--- src/rtl/tcdm_req_initiator.sv ---
// TCDM initiator: valid/ready word commands in, one req/gnt TCDM port out,
// in-order read data returned through a small response FIFO.
module tcdm_req_initiator #(
  parameter int unsigned ADDR_W    = 32,
  parameter int unsigned MAX_OUTST = 4,
  parameter int unsigned RSP_DEPTH = 4
) (
  input  logic              clk_i,
  input  logic              rst_ni,
  input  logic              cmd_valid_i,
  output logic              cmd_ready_o,
  input  logic [ADDR_W-1:0] cmd_add_i,
  input  logic              cmd_wen_i,
  input  logic [3:0]        cmd_be_i,
  input  logic [31:0]       cmd_data_i,
  output logic              tcdm_req_o,
  input  logic              tcdm_gnt_i,
  output logic [ADDR_W-1:0] tcdm_add_o,
  output logic              tcdm_wen_o,
  output logic [3:0]        tcdm_be_o,
  output logic [31:0]       tcdm_data_o,
  input  logic              tcdm_r_valid_i,
  input  logic [31:0]       tcdm_r_data_i,
  output logic              rsp_valid_o,
  input  logic              rsp_ready_i,
  output logic [31:0]       rsp_data_o,
  output logic              busy_o,
  output logic              err_o,
  output logic [31:0]       rd_cnt_o,
  output logic [31:0]       wr_cnt_o
);

  localparam int unsigned OW  = $clog2(MAX_OUTST + 1);
  localparam int unsigned OPW = (MAX_OUTST > 1) ? $clog2(MAX_OUTST) : 1;
  localparam int unsigned FW  = $clog2(RSP_DEPTH + 1);
  localparam int unsigned FPW = (RSP_DEPTH > 1) ? $clog2(RSP_DEPTH) : 1;

  typedef enum logic {
    IDLE,
    REQ
  } state_e;

  state_e state_q, state_d;

  logic [ADDR_W-1:0] add_q;
  logic              wen_q;
  logic [3:0]        be_q;
  logic [31:0]       data_q;

  logic [OW-1:0]        outst_q;
  logic [OW-1:0]        rd_outst_q;
  logic [MAX_OUTST-1:0] wq_q;
  logic [OPW-1:0]       wq_wp_q;
  logic [OPW-1:0]       wq_rp_q;

  logic [31:0]    fifo_q [RSP_DEPTH];
  logic [FPW-1:0] f_wp_q;
  logic [FPW-1:0] f_rp_q;
  logic [FW-1:0]  f_cnt_q;

  logic        err_q;
  logic [31:0] rd_cnt_q;
  logic [31:0] wr_cnt_q;

  logic        gnt_now;
  logic        gnt_rd;
  logic        rsp_ok;
  logic        push;
  logic        pop;
  logic        accept;
  logic        credit_ok;
  logic [31:0] o_sum;
  logic [31:0] r_sum;

  function automatic logic [OPW-1:0] wq_inc(input logic [OPW-1:0] p);
    return (32'(p) == MAX_OUTST - 1) ? '0 : p + OPW'(1);
  endfunction

  function automatic logic [FPW-1:0] f_inc(input logic [FPW-1:0] p);
    return (32'(p) == RSP_DEPTH - 1) ? '0 : p + FPW'(1);
  endfunction

  assign gnt_now = (state_q == REQ) & tcdm_gnt_i;
  assign gnt_rd  = gnt_now & wen_q;
  assign rsp_ok  = tcdm_r_valid_i & (outst_q != '0);
  assign push    = rsp_ok & wq_q[wq_rp_q];
  assign pop     = (f_cnt_q != '0) & rsp_ready_i;

  // A read granted this cycle already owns a FIFO slot before its data lands
  assign o_sum = 32'(outst_q) + 32'(gnt_now);
  assign r_sum = 32'(rd_outst_q) + 32'(f_cnt_q) + 32'(gnt_rd);
  assign credit_ok = (o_sum < MAX_OUTST) & (r_sum < RSP_DEPTH);

  always_comb begin
    state_d     = state_q;
    cmd_ready_o = 1'b0;
    unique case (state_q)
      IDLE: begin
        cmd_ready_o = credit_ok;
        if (cmd_valid_i & credit_ok) state_d = REQ;
      end
      REQ: begin
        cmd_ready_o = tcdm_gnt_i & credit_ok;
        if (tcdm_gnt_i & ~(cmd_valid_i & credit_ok)) state_d = IDLE;
      end
    endcase
  end

  assign accept = cmd_valid_i & cmd_ready_o;

  always_ff @(posedge clk_i or negedge rst_ni) begin
    if (!rst_ni) begin
      state_q <= IDLE;
      add_q   <= '0;
      wen_q   <= 1'b0;
      be_q    <= '0;
      data_q  <= '0;
    end else begin
      state_q <= state_d;
      if (accept) begin
        add_q  <= {cmd_add_i[ADDR_W-1:2], 2'b00};
        wen_q  <= cmd_wen_i;
        be_q   <= cmd_be_i;
        data_q <= cmd_data_i;
      end
    end
  end

  always_ff @(posedge clk_i or negedge rst_ni) begin
    if (!rst_ni) begin
      outst_q    <= '0;
      rd_outst_q <= '0;
      wq_q       <= '0;
      wq_wp_q    <= '0;
      wq_rp_q    <= '0;
    end else begin
      if (gnt_now & ~rsp_ok) outst_q <= outst_q + OW'(1);
      else if (~gnt_now & rsp_ok) outst_q <= outst_q - OW'(1);
      if (gnt_rd & ~push) rd_outst_q <= rd_outst_q + OW'(1);
      else if (~gnt_rd & push) rd_outst_q <= rd_outst_q - OW'(1);
      if (gnt_now) begin
        wq_q[wq_wp_q] <= wen_q;
        wq_wp_q       <= wq_inc(wq_wp_q);
      end
      if (rsp_ok) wq_rp_q <= wq_inc(wq_rp_q);
    end
  end

  always_ff @(posedge clk_i) begin
    if (push) fifo_q[f_wp_q] <= tcdm_r_data_i;
  end

  always_ff @(posedge clk_i or negedge rst_ni) begin
    if (!rst_ni) begin
      f_wp_q  <= '0;
      f_rp_q  <= '0;
      f_cnt_q <= '0;
    end else begin
      if (push) f_wp_q <= f_inc(f_wp_q);
      if (pop)  f_rp_q <= f_inc(f_rp_q);
      if (push & ~pop) f_cnt_q <= f_cnt_q + FW'(1);
      else if (~push & pop) f_cnt_q <= f_cnt_q - FW'(1);
    end
  end

  always_ff @(posedge clk_i or negedge rst_ni) begin
    if (!rst_ni) begin
      err_q    <= 1'b0;
      rd_cnt_q <= '0;
      wr_cnt_q <= '0;
    end else begin
      if ((accept & (cmd_add_i[1:0] != 2'b00)) |
          (tcdm_r_valid_i & (outst_q == '0)))
        err_q <= 1'b1;
      if (gnt_rd) rd_cnt_q <= rd_cnt_q + 32'd1;
      if (gnt_now & ~wen_q) wr_cnt_q <= wr_cnt_q + 32'd1;
    end
  end

  assign tcdm_req_o  = (state_q == REQ);
  assign tcdm_add_o  = add_q;
  assign tcdm_wen_o  = wen_q;
  assign tcdm_be_o   = be_q;
  assign tcdm_data_o = data_q;
  assign rsp_valid_o = (f_cnt_q != '0);
  assign rsp_data_o  = rsp_valid_o ? fifo_q[f_rp_q] : '0;
  assign busy_o      = (state_q == REQ) | (outst_q != '0);
  assign err_o       = err_q;
  assign rd_cnt_o    = rd_cnt_q;
  assign wr_cnt_o    = wr_cnt_q;

endmodule
--- config.mk ---
export PLATFORM = sky130hd
export DESIGN_NAME = tcdm_req_initiator
export DESIGN_NICKNAME = d
export VERILOG_FILES = /design/src/rtl/tcdm_req_initiator.sv
export SDC_FILE = /design/constraint.sdc
export NUM_CORES = 1
export LEC_CHECK = 0
export ABC_AREA = 1
export CAP_MARGIN = 20
export CORE_ASPECT_RATIO = 0.9
export CORE_MARGIN = 10
export CORE_UTILIZATION = 45
export CTS_CLUSTER_DIAMETER = 60
export DETAILED_ROUTE_END_ITERATION = 6
export PLACE_DENSITY_LB_ADDON = 0.05
export SYNTH_ARGS = -nofsm -noshare
export SYNTH_HDL_FRONTEND = slang
export SYNTH_SLANG_ARGS = --single-unit
--- constraint.sdc ---
create_clock -name clk_i -period 6.9 [get_ports clk_i]
set_input_delay 1.38 -clock clk_i [delete_from_list [all_inputs] [get_ports clk_i]]
set_output_delay 1.38 -clock clk_i [all_outputs]
set_load 0.01 [all_outputs]
# Yosys cells after proc, flatten, opt, wreduce, memory -nomap -nowiden
# Memory sizes are Yosys's and may differ from the RTL's.
# Cells that the tools add are included.
# word_totals
mem_bits_rw,128
ff_bits,154
n_memories,1
output_inout_bits,170
# memory_table
memory,depth,word_bits,rd,rd_clocked_by_memory_dff,wr,line_no,source
fifo_q,4,32,1,0,1,56,logic [31:0] fifo_q [RSP_DEPTH];
# classes
n_addsub,15
order_cmp,5
n_mux,22
n_bitwise,29
reduce_logical,8
n_eq_ne,4
# ops
cell,n
$add 32x1->32 const B,2
$mux 32,1
$and 1x1->1,19
$mux 3,6
$add 3x1->3 const B,3
$sub 3x1->3 const B,3
$add 2x1->2 const B,4
$eq 2x2->1 const B,4
$mux 2,4
$not 1->1,8
$reduce_bool 2->1,4
$lt 2x3->1 const B,2
$mux 1,6
$reduce_bool 3->1,2
$add 4x1->5,1
$lt 5x3->1 const B,1
$add 3x1->4,1
$add 3x3->4,1
$bwmux 4,1
$lt 4x3->1 const B,1
$pmux 1 s2,2
$logic_not 3->1,1
$bmux 1 s2,1
$demux 1 s2,1
other kinds (3),4

# Longest topological paths before layout
# Gate-level depths: netlist (run 1).
# logic_depth
word_depth,10
mapped_depth,12
depth_no_buf,12

# Worst setup path before layout (run 1)
# No wires, ideal clock.
# synth_timing
path_kind,input to register
start,in tcdm_r_valid_i
end,"mem fifo_q[0][0], enable pin"
required_time_ns,6.479
slack_ns,3.260
stages,4
setup_ns,0.421
arrival_time_ns,3.218
path_buffers,0
path_cell_list,inv_1 nor2_1 nand2_1 nor2_1
# synth_via
elab_chain_cells,4
# synth_lines
element,line_no,source
"start, declared",22,"input logic tcdm_r_valid_i,"
$and 1x1->1,85,assign rsp_ok = tcdm_r_valid_i & (outst_q != '0);
$and 1x1->1,86,assign push = rsp_ok & wq_q[wq_rp_q];
$mux 1,150,if (push) fifo_q[f_wp_q] <= tcdm_r_data_i;
$mux 1 (not written as such),150,
"end, declared",56,
# No other way between the ends.

# Worst setup path in the final report (run 1)
# layout_timing
start,reg f_rp_q[1]
end,out rsp_data_o[23]
# layout_via
elab_chain_cells,2
# layout_lines
element,line_no,source
"start, declared",58,logic [FPW-1:0] f_rp_q;
"start signal, assigned",160,if (pop) f_rp_q <= f_inc(f_rp_q);
$mem_v2 4x32,--,
$mux 32,186,assign rsp_data_o = rsp_valid_o ? fifo_q[f_rp_q] : '0;
"end, declared",26,"output logic [31:0] rsp_data_o,"
# No other way between the ends.

==> flow_metrics.py, run 1 <==
metrics = {
    "finish": {
        "multi_input_area_sq_mm": 0.003886,
        "nFillCells": 2295,
        "post-route-util": 0.6098,
        "postLayoutCellArea_sq_mm": 0.01648,
        "area_delta_synth_final_pct": 33.53,
        "nNetsFinal": 1667,
        "seq_area_sq_mm": 0.007700,
        "most-common-layout-cells": "clkdlybuf4s50_1, nand2_1, nor2_1, inv_1, dfrtp_1",
        "drive_gt1_frac": 0.05374,
        "final_common_cell": "clkdlybuf4s50_1",
    },
    "hold_path": {
        "min_path_cells": 2,
        "hold_start": "tcdm_add_o[4]$_DFFE_PN0P_",
        "hold_class": "reg -> reg",
    },
    "yosys": {
        "yosys_warnings": 0,
        "synth-compound-area-share": 0.08109,
        "ys_ff_latch": 282,
        "synth_adder_area_share": 0.02311,
        "synth.area.mux_share": 0.002737,
        "synthXorXnorAreaFrac": 0.02767,
        "synth_top_family_by_area": "simple AND/OR/NAND/NOR gates",
        "yosysUniqueCellTypes": 36,
        "ys_seq_area_frac": 0.6236,
        "syn_area_per_cell_sq_um": 9.781,
        "netlist_area_sq_mm": 0.01234,
        "ys_async_sr_fraction": 0.5461,
        "synth_cells": 1262,
        "synth_edf_count": 128,
        "ys.flop_type": "dfrtp_1",
        "synth-simple-area-share": 0.1777,
    },
    "critical_path": {
        "setup.reg_to_reg.worst_slack_ns": 4.20,
        "crit_path_top_delay_cell": "dfrtp_2",
        "crit_arrival_ns": 3.32,
        "r2r-start": "outst_q[0]$_DFFE_PN0P_",
        "crit_required_ns": 5.52,
        "critPathLaunchType": "register",
        "r2r_cells": 7,
        "cp_max_fo": 34,
        "cp_slowest_stage_delay_ns": 0.84,
        "crit_path_start": "f_rp_q[1]$_DFFE_PN0P_",
        "end_kind": "output pin",
        "crit_path_cell_trace": "inv_1, buf_4, nor2_1, o21ai_0, a21oi_1, clkdlybuf4s50_1",
        "critPathKind": "reg -> out",
    },
    "die": {
        "rows": 57,
        "ioPinCount": 277,
        "dieArea_sq_mm": 0.03446,
        "start_util": 0.4566,
        "die_y_um": 177.1,
        "die_w_um": 194.6,
        "core_area_sq_mm": 0.02703,
    },
    "global_route": {
        "grt_use_met3": 0.06496,
        "grt_usage": 0.1788,
        "grt_busiest_layer": "met2",
        "grt_overflow": 0,
        "grt_pass1_vias": 9348,
        "grt_antenna_before_repair": 3,
        "grt_max_degree": 102,
        "grt_pass1_wl_um": 50890,
        "globalRouteMet1Util": 0.2198,
        "met2_usage": 0.2955,
    },
    "sta": {
        "min_period_over_period": 0.6812,
        "clock_skew_ns": 0.01631,
        "worst_pin_slew_ns": 0.9336,
        "setup-tns-final_ns": 0,
        "max_freq_mhz": 212.8,
        "report.final.slew_viol_count": 0,
        "setup_viol": 0,
        "hold_slack_ns": 0.4800,
        "finalHoldViolations": 0,
        "rsz0062_at_grt": "no",
        "relSlewSlack": 0.3776,
        "min_period_ns": 4.700,
    },
    "route": {
        "wl_um": 31360,
        "wl_per_cell_um": 16.34,
        "drc": 0,
        "drtPass1Iterations": 5,
        "detail-route-antenna-nets": 0,
        "viasPerCell": 4.825,
        "drtIter0Drc": 505,
        "dr_total_vias": 9259,
    },
    "clock_network": {
        "root_buffer": "clkbuf_16",
        "htree_num_levels": 1,
        "hold_buffers": 0,
        "clk_pin_slew_worst_paths_ns": 0.06,
        "cts_resized": 0,
        "cts_tree": "yes",
        "clk_latency_ns": 0.55,
        "cts_buffer_depth": 3,
        "clock-sinks": 282,
        "post_cts_buffers": 0,
        "cts_buffers": 30,
    },
    "placement": {
        "port_buffers": 274,
        "placed_cell_area_sq_mm": 0.01543,
        "gp_congestion": 0.8144,
        "place_hpwl_um": 21570,
    },
    "power_and_ir_drop": {
        "ir_worst_vdd_uv": 220.2,
        "powerDensity_mw_per_mm2": 379.9,
        "leakage_nw": 6.947,
        "power_mw": 6.262,
    },
    "run_status": {
        "outcome": "finished, final reports clean",
    },
    "run": {
        "cap_violations": 0,
    },
}
==> synthesized netlist by cell type (all sizes together), types with 21 or more instances <==
library cell / number / share of area
inv: 154 / 0.047
nand2: 228 / 0.070
xnor2: 21 / 0.015
clkbuf: 29 / 0.0089
dfrtp: 154 / 0.31
a21oi: 38 / 0.015
nand4: 28 / 0.015
nor2: 208 / 0.066
nand3: 39 / 0.017
o21ai: 150 / 0.061
edfxtp: 128 / 0.31
==> per-layer routing <==
metal | up-vias | share of wire | wire length [um]
met5 | - | 0.00041 | 13
met4 | 2 | 0.017 | 543
met3 | 37 | 0.091 | 2863
met2 | 246 | 0.47 | 14900
met1 | 4309 | 0.42 | 13050
li1 | 4665 | - | -
==> power breakdown <==
group	internal (mW)	switching, mW
sequential	2.15	0.234
combinational	1.06	1.17
clock	1.01	0.645
total	4.21	2.05
==> logic make-up after synthesis <==
| kind of cell | count (synthesis) |
|---|---|
| mux | 3 |
| simple gates | 524 |
| buf+inv | 196 |
| xor+xnor | 39 |
| flops | 282 |
| other cells | 1 |
| fa+ha+maj | 21 |
| compound gates | 196 |
==> stage by stage <==
step	worst slack [ns]	instances
global placement	2.464	1860
floorplan	3.260	1263
finish	2.200	1919
global route	1.953	1918
CTS	2.110	1916
detailed placement	2.443	1860
==> registers in the layout, indices dropped and copies added (netlist names), 3 cells and up <==
register     flops
outst_q          3
wq_q             4
tcdm_add_o      30
tcdm_data_o     32
f_cnt_q          3
tcdm_be_o        4
rd_cnt_o        32
wr_cnt_o        32
fifo_q         128
rd_outst_q       3
==> worst max-delay path, delay by kind of cell (launching register included) <==
| family | cells | cell delay [ns] |
|---|---|---|
| simple gates | 1 | 0.12 |
| buf+inv | 3 | 1.50 |
| compound gates | 2 | 0.30 |
| flops | 1 | 0.84 |
==> path summary, 6_finish.rpt <==
path                                              endpoint
min in group asynchronous       tcdm_add_o[10]$_DFFE_PN0P_
worst min-delay path             tcdm_add_o[4]$_DFFE_PN0P_
worst max register to register     fifo_q[3][20]$_DFFE_PP_
worst min register to register   tcdm_add_o[4]$_DFFE_PN0P_
max in group asynchronous       tcdm_add_o[27]$_DFFE_PN0P_
worst max-delay path                        rsp_data_o[23]
==> cell type report <==
type | count | area share
inverters | 155 | 0.03530
flip-flops and latches | 282 | 0.4672
clock buffers | 42 | 0.05139
clock inverters | 14 | 0.01093
multi-input cells | 785 | 0.2358
repair buffers | 285 | 0.1722
well taps | 354 | 0.02687
diodes | 2 | 0.0003037
Note: power is estimated with default switching activity, not from simulation.
==> inputs of run 2 (changes only) <==
clock period = 4 ns   (was 6.9 ns; I/O delays follow)
==> run 2 against run 1 <==
Compared with the run above:
- critical path depth stayed put
- power is 71% higher
- combinational power is 75% higher
- die area stayed put
- final area hardly changed
- worst hold slack worse by 0.14 ns
- utilization hardly changed
- sequential power is 71% higher
- cell count is 0.26% higher
- register-to-register slack worse by 2.6 ns
- worst setup slack worse by 1.7 ns
- highest routed layer unchanged
==> flow_metrics.py, run 2 (synthesized netlist as in run 1, its figures left out) <==
metrics = {
    "sta": {
        "min_period_over_period": 0.8691,
        "report.final.slew_viol_count": 0,
        "clock_skew_ns": 0.008624,
        "max_freq_mhz": 287.7,
        "setup_viol": 0,
        "setup-tns-final_ns": 0,
        "min_period_ns": 3.476,
        "rsz0062_at_grt": "no",
        "worst_pin_slew_ns": 0.8183,
        "finalHoldViolations": 0,
        "relSlewSlack": 0.4503,
    },
    "clock_network": {
        "cts_buffers": 31,
        "cts_buffer_depth": 3,
        "cts_resized": 0,
        "clk_pin_slew_worst_paths_ns": 0.06,
        "htree_num_levels": 1,
        "hold_buffers": 0,
        "clock-sinks": 282,
        "post_cts_buffers": 0,
        "cts_tree": "yes",
        "root_buffer": "clkbuf_16",
        "clk_latency_ns": 0.54,
    },
    "critical_path": {
        "critPathKind": "reg -> out",
        "crit_required_ns": 3.20,
        "crit_arrival_ns": 2.68,
        "crit_path_top_delay_cell": "clkdlybuf4s50_1",
        "cp_max_fo": 66,
        "crit_path_cell_trace": "buf_4, nor2_1, nor2_1, o21ai_0, a21oi_1, clkdlybuf4s50_1",
        "worst_path_most_repeated_cell": "nor2_1",
        "end_kind": "output pin",
        "r2r-start": "f_cnt_q[0]$_DFFE_PN0P_",
        "crit_path_start": "f_rp_q[0]$_DFFE_PN0P_",
        "cp_slowest_stage_delay_ns": 0.59,
        "critPathLaunchType": "register",
    },
    "hold_path": {
        "hold_class": "in -> async",
    },
    "finish": {
        "final_common_cell": "clkdlybuf4s50_1",
        "most-common-layout-cells": "clkdlybuf4s50_1, nand2_1, nor2_1, inv_1, dfrtp_1",
        "drive_gt1_frac": 0.05800,
        "area_delta_synth_final_pct": 33.52,
        "largest_reg_flops": 128,
        "top_register": "fifo_q",
        "finalNonFillerCells": 1924,
        "nFillCells": 2312,
        "nNetsFinal": 1673,
    },
    "die": {
        "dieArea_sq_mm": 0.03446,
        "die_w_um": 194.6,
        "ioPinCount": 277,
        "core_area_sq_mm": 0.02703,
        "rows": 57,
        "start_util": 0.4566,
        "die_y_um": 177.1,
    },
    "placement": {
        "gp_congestion": 0.8034,
        "port_buffers": 274,
        "place_hpwl_um": 21930,
        "dp_cells": 1866,
    },
    "route": {
        "viasPerCell": 4.824,
        "drc": 0,
        "dr_total_vias": 9282,
        "detail-route-antenna-nets": 0,
        "drtIter0Drc": 475,
        "wl_um": 31690,
        "drtPass1Iterations": 5,
        "wl_per_cell_um": 16.47,
    },
    "power_and_ir_drop": {
        "leakage_nw": 6.965,
        "powerDensity_mw_per_mm2": 648.9,
        "ir_worst_vdd_uv": 363.9,
    },
    "global_route": {
        "grt_pass1_wl_um": 50910,
        "grt_antenna_before_repair": 2,
        "grt_usage": 0.1802,
        "grt_overflow": 0,
        "grt_max_degree": 86,
        "grt_pass1_vias": 9320,
    },
    "run_status": {
        "outcome": "finished, final reports clean",
    },
    "run": {
        "cap_violations": 0,
    },
}
run 2: changes by cell type in the layout (fill, tap and decap cells not counted), moves of 2 or more:
cell / before / now
clkinv_4: 0 / 2
clkinv_1: 3 / 7
buf_4: 10 / 14
clkinv_2: 3 / 8
clkbuf_1: 8 / 2
bufinv_16: 4 / 2
run 2: per-stage QoR:
step	worst slack [ns]	hold slack (ns)	total power [mW]	area, sq um	utilization
finish	0.5238	0.3363	10.69	16480	0.6097
global route	0.3291	0.3878	11.43	16480	0.6096
CTS	0.4566	0.3616	10.86	16480	0.6096
detailed placement	0.7061	0.4722	8.109	15500	0.5734
global placement	0.7288	0.4646	8.038	15500	0.5734
floorplan	0.9404	0.4478	6.051	12350	-
run 2: critical path: cells and delay by family (launching register included):
kind                   cells  cell delay (ns)
AOI/OAI and AO/OA          2             0.36
buffers and inverters      2             1.15
DFF                        1             0.35
and+or+nand+nor            2             0.22
run 2: final timing paths:
kind | to | slack [ns] | cells after the start
worst max-delay path | rsp_data_o[18] | 0.52 | 6
worst min register to register | rd_outst_q[2]$_DFFE_PN0P_ | 0.48 | 1
worst min-delay path | tcdm_add_o[10]$_DFFE_PN0P_ | 0.34 | 1
max in group asynchronous | tcdm_data_o[7]$_DFFE_PN0P_ | 2.82 | 2
worst max register to register | f_cnt_q[2]$_DFFE_PN0P_ | 1.57 | 10
min in group clk_i | rd_outst_q[2]$_DFFE_PN0P_ | 0.48 | 1
run 2: layout make-up:
type / count / area (sq um) / area share
antenna: 1 / 2.502 / 0.0001518
clock buffer: 35 / 810.8 / 0.04920
clock inverter: 22 / 168.9 / 0.01025
inverter: 155 / 581.8 / 0.03530
multi-input combinational: 785 / 3886 / 0.2358
sequential: 282 / 7699 / 0.4671
tap: 354 / 442.9 / 0.02688
timing repair buffer: 290 / 2889 / 0.1753
run 2: per-layer routing:
metal / track usage / part of all wire / vias to the layer above
met5: 0 / 0.00041 / -
met4: 0.03587 / 0.017 / 2
met3: 0.06023 / 0.077 / 42
met2: 0.3026 / 0.48 / 202
met1: 0.2226 / 0.43 / 4364
li1: - / - / 4672
run 2: power breakdown:
part           switching (mW)  internal, mW  total (mW)  leakage [nW]
sequential              0.375          3.70        4.08          3.12
combinational            2.07          1.84        3.91          3.37
clock                    1.12          1.58        2.70         0.481
